[src/rtl/sr_ff_arbiter_pkg.sv]
// Shared encodings for the SR flip-flop arbiter: FSM states and set/reset op codes.
package sr_ff_arbiter_pkg;

  typedef enum logic [1:0] {
    IDLE   = 2'd0,
    DRIVE  = 2'd1,
    VERIFY = 2'd2,
    FIN    = 2'd3
  } state_e;

  localparam logic OP_SET   = 1'b1;
  localparam logic OP_RESET = 1'b0;

endpackage

[src/rtl/sr_ff_arbiter_rr.sv]
// Combinational round-robin selector: first active request at or after ptr, wrapping.
module rr_arbiter #(
  parameter int N_REQ = 4,
  parameter int IDX_W = (N_REQ > 1) ? $clog2(N_REQ) : 1
) (
  input  logic [N_REQ-1:0] req,
  input  logic [IDX_W-1:0] ptr,
  output logic [N_REQ-1:0] sel,
  output logic [IDX_W-1:0] idx,
  output logic             any
);

  int j_s;

  // priority scan starting at ptr
  always_comb begin
    sel = '0;
    idx = '0;
    any = 1'b0;
    j_s = 0;
    for (int k = 0; k < N_REQ; k++) begin
      j_s = int'(ptr) + k;
      if (j_s >= N_REQ) begin
        j_s = j_s - N_REQ;
      end else begin
        j_s = j_s;
      end
      if (!any && req[j_s]) begin
        any      = 1'b1;
        sel[j_s] = 1'b1;
        idx      = IDX_W'(j_s);
      end else begin
        any = any;
      end
    end
  end

endmodule

[src/rtl/sr_ff_arbiter.sv]
// Grants one requester at a time access to a shared SR flip-flop, pulses s or r
// (never both) and confirms the result on q before signalling done.
module sr_ff_arbiter
  import sr_ff_arbiter_pkg::*;
#(
  parameter int N_REQ   = 4,
  parameter int PULSE_W = 2,
  parameter int TIMEOUT = 8
) (
  input  logic             clk,
  input  logic             rst,
  input  logic [N_REQ-1:0] req,
  input  logic [N_REQ-1:0] req_set,
  output logic [N_REQ-1:0] gnt,
  output logic             done,
  output logic             err,
  output logic             s_out,
  output logic             r_out,
  input  logic             q_in
);

  localparam int IDX_W = (N_REQ > 1) ? $clog2(N_REQ) : 1;
  localparam int PW    = $clog2(PULSE_W + 1);
  localparam int TW    = $clog2(TIMEOUT + 1);

  state_e           state_q, state_d;
  logic [N_REQ-1:0] gnt_q, gnt_d;
  logic             target_q, target_d;
  logic [IDX_W-1:0] ptr_q, ptr_d;
  logic [PW-1:0]    pcnt_q, pcnt_d;
  logic [TW-1:0]    wcnt_q, wcnt_d;
  logic             errp_q, errp_d;
  logic             done_q, done_d;
  logic             s_q, s_d;
  logic             r_q, r_d;

  logic [N_REQ-1:0] sel_s;
  logic [IDX_W-1:0] idx_s;
  logic             any_s;
  logic             op_s;

  rr_arbiter #(.N_REQ(N_REQ), .IDX_W(IDX_W)) u_rr (
    .req (req),
    .ptr (ptr_q),
    .sel (sel_s),
    .idx (idx_s),
    .any (any_s)
  );

  assign op_s = req_set[idx_s];

  // next-state, counters and s/r pulse generation
  always_comb begin
    state_d  = state_q;
    gnt_d    = gnt_q;
    target_d = target_q;
    ptr_d    = ptr_q;
    pcnt_d   = pcnt_q;
    wcnt_d   = wcnt_q;
    errp_d   = errp_q;
    done_d   = 1'b0;
    s_d      = s_q;
    r_d      = r_q;
    case (state_q)
      IDLE: begin
        s_d = 1'b0;
        r_d = 1'b0;
        if (any_s) begin
          gnt_d    = sel_s;
          target_d = op_s;
          wcnt_d   = '0;
          errp_d   = 1'b0;
          if (idx_s == IDX_W'(N_REQ - 1)) begin
            ptr_d = '0;
          end else begin
            ptr_d = idx_s + IDX_W'(1);
          end
          if (q_in == op_s) begin
            state_d = FIN;
            done_d  = 1'b1;
          end else begin
            state_d = DRIVE;
            pcnt_d  = PW'(1);
            s_d     = (op_s == OP_SET);
            r_d     = (op_s == OP_RESET);
          end
        end else begin
          gnt_d = '0;
        end
      end
      DRIVE: begin
        if (pcnt_q == PW'(PULSE_W)) begin
          s_d     = 1'b0;
          r_d     = 1'b0;
          state_d = VERIFY;
        end else begin
          pcnt_d = pcnt_q + PW'(1);
        end
      end
      VERIFY: begin
        s_d = 1'b0;
        r_d = 1'b0;
        if (q_in == target_q) begin
          state_d = FIN;
          done_d  = 1'b1;
        end else if (wcnt_q + TW'(1) == TW'(TIMEOUT)) begin
          // counter holds at its limit; the error rides along with done
          state_d = FIN;
          done_d  = 1'b1;
          errp_d  = 1'b1;
        end else begin
          wcnt_d = wcnt_q + TW'(1);
        end
      end
      FIN: begin
        state_d = IDLE;
        gnt_d   = '0;
        errp_d  = 1'b0;
        s_d     = 1'b0;
        r_d     = 1'b0;
      end
      default: begin
        state_d = IDLE;
        gnt_d   = '0;
        errp_d  = 1'b0;
        s_d     = 1'b0;
        r_d     = 1'b0;
      end
    endcase
  end

  // state and output registers
  always_ff @(posedge clk) begin
    if (rst) begin
      state_q  <= IDLE;
      gnt_q    <= '0;
      target_q <= 1'b0;
      ptr_q    <= '0;
      pcnt_q   <= '0;
      wcnt_q   <= '0;
      errp_q   <= 1'b0;
      done_q   <= 1'b0;
      s_q      <= 1'b0;
      r_q      <= 1'b0;
    end else begin
      state_q  <= state_d;
      gnt_q    <= gnt_d;
      target_q <= target_d;
      ptr_q    <= ptr_d;
      pcnt_q   <= pcnt_d;
      wcnt_q   <= wcnt_d;
      errp_q   <= errp_d;
      done_q   <= done_d;
      s_q      <= s_d;
      r_q      <= r_d;
    end
  end

  assign gnt   = gnt_q;
  assign done  = done_q;
  assign err   = errp_q;
  assign s_out = s_q;
  assign r_out = r_q;

endmodule

[config.mk]
export PLATFORM = sky130hd
export DESIGN_NAME = sr_ff_arbiter
export DESIGN_NICKNAME = d
export VERILOG_FILES = /design/src/rtl/sr_ff_arbiter_pkg.sv /design/src/rtl/sr_ff_arbiter_rr.sv /design/src/rtl/sr_ff_arbiter.sv
export SDC_FILE = /design/constraint.sdc
export NUM_CORES = 1
export LEC_CHECK = 0
export CAP_MARGIN = 30
export CORE_MARGIN = 2
export CORE_UTILIZATION = 25
export DETAILED_ROUTE_END_ITERATION = 16
export GPL_ROUTABILITY_DRIVEN = 1
export HOLD_SLACK_MARGIN = 0.08
export PLACE_DENSITY = 0.55
export SETUP_SLACK_MARGIN = 0.1
export SLEW_MARGIN = 40
export SYNTH_ARGS = -nofsm -noshare
export SYNTH_HDL_FRONTEND = slang
export SYNTH_SLANG_ARGS = --single-unit
[constraint.sdc]
create_clock -name clk -period 3.7 [get_ports clk]
set_input_delay 0.925 -clock clk [delete_from_list [all_inputs] [get_ports clk]]
set_output_delay 0.925 -clock clk [all_outputs]
set_load 0.01 [all_outputs]
## Yosys cells after proc, flatten, opt, wreduce, memory -nomap -nowiden

Cells that the tools add are included.

- Add/subtract/negate cells: 10
- $lt $le $gt $ge: 13
- Equal/unequal tests: 16
- Multiplexer cells: 71
- Bitwise gates (word level): 4
- Reductions and logical operators: 21

Operator list:

| kind | count |
|---|---|
| $ge A32 B1 Y1 const B | 4 |
| $lt A32 B4 Y1 const B | 4 |
| $mux W32 | 4 |
| $ge A32 B4 Y1 const B | 3 |
| $sub A32 B4 Y32 const B | 3 |
| $mux W4 | 8 |
| $mux W1 | 29 |
| $mux W2 | 13 |
| $pmux W4 S2 | 2 |
| $ne A2 B2 Y1 const B | 7 |
| $or A4 B4 Y4 | 3 |
| $reduce_and A4 Y1 | 3 |
| $bmux W1 S2 | 5 |
| $pmux W1 S3 | 3 |
| $demux W1 S2 | 4 |
| $eq A2 B2 Y1 const B | 4 |
| $pmux W2 S4 | 1 |
| $logic_and A1 B1 Y1 | 7 |
| $add A2 B2 Y3 const B | 2 |
| $reduce_bool A2 Y1 | 3 |
| $add A2 B1 Y2 const B | 2 |
| $add A4 B1 Y4 const B | 1 |
| $eq A4 B4 Y1 const B | 1 |
| $pmux W2 S2 | 1 |
| other kinds (15) | 18 |

- Flip-flop bits (word level): 19
- Bits of input ports: 11
- Output and inout port bits: 8
- Word-level logic and storage cells: 145

## Depth between registers and ports, before layout

- Depth in word-level cells: 21
- Gate-level depth with buffers: 14
- Gate-level depth less buffers: 13

## Cells and area by module

From an unflattened synthesis, not the netlist that was laid out.

- Cells, all modules: 172
- Area, all modules: 1529.0 µm²

Modules (own cells, without submodules):

| module | times used | cells an instance | area an instance (µm²) | sequential area each (µm²) |
|---|---|---|---|---|
| sr_ff_arbiter | 1 | 124 | 1068.5 | 380.4 |
| rr_arbiter | 1 | 48 | 460.4 | 0.0 |

## Worst setup path before layout

Ideal clock, no wire load.

- Path kind: input to register
- Start: in req[0]
- End: reg pcnt_q[1]
- Setup time: 128 ps
- Arrival time: 3483 ps
- Data required time: 3572 ps
- Slack: 89 ps
- Stages: 11
- Path buffers: 1
- Path through: buf_2 -> mux4_2 -> o21ba_4 -> o31ai_2 -> mux2i_1 -> a21oi_1 -> ha_1 -> o21ai_0 -> o21ai_0 -> a221oi_1 -> nor2_1

- Word-level cells in the longest chain between the ends: 18
- Elaborated cells on any way between the ends: 32
- Those cells by class: eq/ne (3); mux (22); reduce/logical (7)

RTL lines:

| element | RTL line | text |
|---|---|---|
| start: declaration | sr_ff_arbiter.sv:12 | `input logic [N_REQ-1:0] req,` |
| $bmux W1 S2 | sr_ff_arbiter_rr.sv:28 | `if (!any && req[j_s]) begin` |
| $mux W1 (not written as such) (2 in series) | sr_ff_arbiter_rr.sv:28 |  |
| $mux W1 | sr_ff_arbiter_rr.sv:28 |  |
| $logic_not A1 Y1 | sr_ff_arbiter_rr.sv:28 |  |
| $logic_and A1 B1 Y1 | sr_ff_arbiter_rr.sv:28 |  |
| $mux W1 | sr_ff_arbiter_rr.sv:28 |  |
| $logic_not A1 Y1 | sr_ff_arbiter_rr.sv:28 |  |
| $logic_and A1 B1 Y1 | sr_ff_arbiter_rr.sv:28 |  |
| [2 not listed] | -- |  |
| $logic_and A1 B1 Y1 | sr_ff_arbiter_rr.sv:28 |  |
| $mux W2 * | sr_ff_arbiter_rr.sv:28 |  |
| $bmux W1 S2 * | sr_ff_arbiter.sv:50 | `assign op_s = req_set[idx_s];` |
| $mux W1 (not written as such) * | sr_ff_arbiter.sv:50 |  |
| named net op_s | sr_ff_arbiter.sv:40 | `logic op_s;` |
| $eq A1 B1 Y1 * | sr_ff_arbiter.sv:78 | `if (q_in == op_s) begin` |
| $ne A2 B2 Y1 (no line) * | -- |  |
| $reduce_and A4 Y1 (no line) * | -- |  |
| end signal: assignment | sr_ff_arbiter.sv:150 | `pcnt_q <= pcnt_d;` |
| end: declaration | sr_ff_arbiter.sv:30 | `logic [PW-1:0] pcnt_q, pcnt_d;` |

The timed path passes the listed nets; every way through them passes the cells marked *. The select of a mux whose other input is x is not followed.
A chain may end at the register's enable or synchronous reset.

## Worst setup path in the final report

- Start: in req[1]
- End: reg pcnt_q[1]

Same word-level chain as after synthesis.

==> impl_metrics.tcl <==
set metrics [dict create \
    cp-start-kind "primary input" \
    syn_inst 179 \
    maxCapViolCount 0 \
    p_clk_share_pct 9.4 \
    slew_viol_final 0 \
    swShare_pct 43.95 \
    synth_nets 202 \
    synth_top_area_share_pct 25.65 \
    boundaryPins 19 \
    ant_nets 0 \
    pre_cts_ws_ns -0.3163 \
    cp-end-kind "flop" \
    p_int_mw 0.8783 \
    fmax_mhz 303.5 \
    place_inst 283 \
    rsz0062_at_grt "no" \
    postSynth.asyncResetShare_pct 0 \
    overflow 0 \
    yosysTopAreaCell "dfxtp_1" \
    stdcell_count 290 \
    path_clk_slew_ns 0.07 \
    dr_wl_met2_mm 1.734 \
    cts_buffer_depth 2 \
    row_count 28 \
    hold_buffers 0 \
    fin_crit_ns 3.295 \
    nNetsFinal 239 \
    grt_pass1_vias 1321 \
    drive_gt1_share_pct 20.00 \
    routedWlPerCell_um 12.44 \
    met3_length_um 69 \
    globalplace.congestion 0.7452 \
    drt_first_pass_iters 4 \
    yosysSeqAreaShare_pct 25.65 \
    cts_tree "built" \
    grt_start_max_net_pins 18 \
    ctsRootBufferMaster "clkbuf_8" \
    p_leak_nw 0.7862 \
    clk_latency_ns 0.26 \
    tightest_slew_ns 0.6418 \
    setup_ws_ns 0.4054 \
    p_comb_share_pct 71.0 \
    fin_area_um2 1971 \
    required_ns 3.83 \
    wl_met1_mm 1.765 \
    relSlewSlack_pct 57.08 \
    syn_avg_cell_area_um2 8.283 \
    peakVddDrop_v 0.0001956 \
    area_growth_pct 32.91 \
    cts_buffers 3 \
    htree_levels 1 \
    synth_edf_count 0 \
    initial_core_util_pct 25.49 \
    core_um2 5816 \
    ys_types 48 \
    critPathMaxFanout 3 \
    synth-seq-cells 19 \
    dp_hpwl_mm 2.680 \
    power.switching_mw 0.6887 \
    viasPerCell 4.993 \
    grt_pass1_wl_mm 6.016 \
    clock-sinks 19 \
    yosysWarnings 0 \
    totalWireLength_mm 3.607 \
    netlist_area_um2 1483 \
    drtIter0Drc 105 \
    finalClockSkew_ns 0.002432 \
    numPortBuffers 18 \
    drc 0 \
    die_w_um 81.01 \
    finalSetupViolations 0 \
    placed_area_um2 1841 \
    netlist_top_cells_area "dfxtp_1 26%, ha_1 10%, mux4_2 4.6%" \
    hold_path_class "reg2reg" \
    fp.dieH_um 81.01 \
    outcome "completed" \
    grt_use_total_pct 11.50 \
    arrival_ns 3.42 \
    vias 1448 \
    antenna_cells 0 \
    final-hold-violation-count 0 \
    powerDensity_nw_per_um2 795.2 \
    criticalPathCategory "in2reg" \
    synth_ff_type "dfxtp_1" \
    nFillCells 632 \
    die_area_um2 6563 \
    top_layer_used "met4" \
    finalCritPeriodShare_pct 89.04 \
    antenna_found_initial 0 \
    p_seq_share_pct 19.6 \
]
## through the flow
| step | TNS, ns | hold WS [ns] | power, mW | utilization, % |
|---|---|---|---|---|
| floorplan | 0 | 0.4738 | 1.018 | - |
| global placement | -0.5738 | 0.4411 | 1.315 | 31.65 |
| detailed placement | -0.6003 | 0.4452 | 1.322 | 31.65 |
| CTS | 0 | 0.4562 | 1.547 | 33.35 |
| global route | 0 | 0.4714 | 1.714 | 33.89 |
| finish | 0 | 0.4497 | 1.567 | 33.89 |
## per-layer routing
layer  track usage (%)  up-vias
met5                 0        -
met4             3.729        0
met3             1.889        4
met2             18.60       14
met1             15.56      693
li1                  -      737
## cells by family after synthesis
logic type / after synthesis / share of synthesized area, %
xor+xnor: 1 / 0.5908
mux: 7 / 7.341
flops: 19 / 25.65
compound gates: 56 / 28.27
simple gates: 64 / 21.01
fa+ha+maj: 12 / 10.13
buf+inv: 20 / 7.004
## power groups by stage
stage	registers (mW)	clock network, mW	logic, mW
after floorplan	0.329	0	0.688
after global routing	0.315	0.163	1.24
after detailed placement	0.312	0	1.01
after CTS	0.308	0.152	1.09
final	0.307	0.147	1.11
after global placement	0.310	0	1.01
## cell usage after synthesis, types with 3 or more instances
cell and n:
a221oi_1 7, o21ai_0 8, o21ai_1 4, a22oi_1 6, inv_1 11, a211oi_1 4, nor3_1 7, nor2b_1 3
ha_1 12, nand2_1 17, a21oi_1 9, buf_6 3, mux4_2 3, nand3_1 8, mux2i_1 3, dfxtp_1 19
nand3b_1 3, nor2_1 15
## cell type report
cell class / count / area [µm²] / area share (%)
clock buffers: 4 / 45.04 / 2.286
inverters: 12 / 45.04 / 2.286
multi-input cells: 140 / 1044 / 52.95
flip-flops and latches: 19 / 380.4 / 19.30
well taps: 75 / 93.84 / 4.762
repair buffers: 40 / 362.8 / 18.41
## timing repair
action,in CTS,in global routing
setup buffers,2,1
pin swaps,4,6
gates resized for setup,7,8
setup endpoints to repair,2,3
## placed cells by master, fill, tap and decap left out, types with 2 or more instances in the layout
cell type	count
buf_4	20
clkbuf_8	3
dfxtp_1	19
a21oi_1	9
o21ai_1	4
buf_6	2
ha_1	12
nand3_1	8
mux4_2	3
nand4_1	2
nand3b_1	3
o21ai_2	2
o21ai_0	6
a22oi_1	6
clkdlybuf4s50_1	14
o211ai_1	2
mux2i_1	3
inv_1	11
or4_1	2
a211oi_1	3
nor2_1	15
dlymetal6s2s_1	4
nand2b_1	2
o31ai_4	2
a221oi_1	6
nor3_1	7
nor2b_1	3
nand2_1	17
## worst max-delay path, cell delays in order
cell and delay [ns]:
dlymetal6s2s_1 0.15, mux4_2 0.51, o21ba_4 0.24, o31ai_4 0.29, mux2i_1 0.28, a21oi_1 0.10
ha_1 0.32, o21ai_2 0.20, o21ai_2 0.08, a221oi_2 0.27, nor2_1 0.05
## path summary, 6_finish.rpt
kind	start	to	slack, ns	cells past startpoint
worst min register to register	gnt[2]	gnt[2]	0.45	2
worst max register to register	ptr_q[0]	pcnt_q[1]	0.49	13
worst max-delay path	req[1]	pcnt_q[1]	0.41	11
worst min-delay path	gnt[2]	gnt[2]	0.45	2
## sequential cells by signal, summed over array words and instances (netlist names)
register / count
gnt: 4
wcnt_q: 4
pcnt_q: 2
ptr_q: 2
state_q: 2
done: 1
err: 1
r_out: 1
s_out: 1
target_q: 1
No activity file was read; power rests on OpenSTA's default activity.
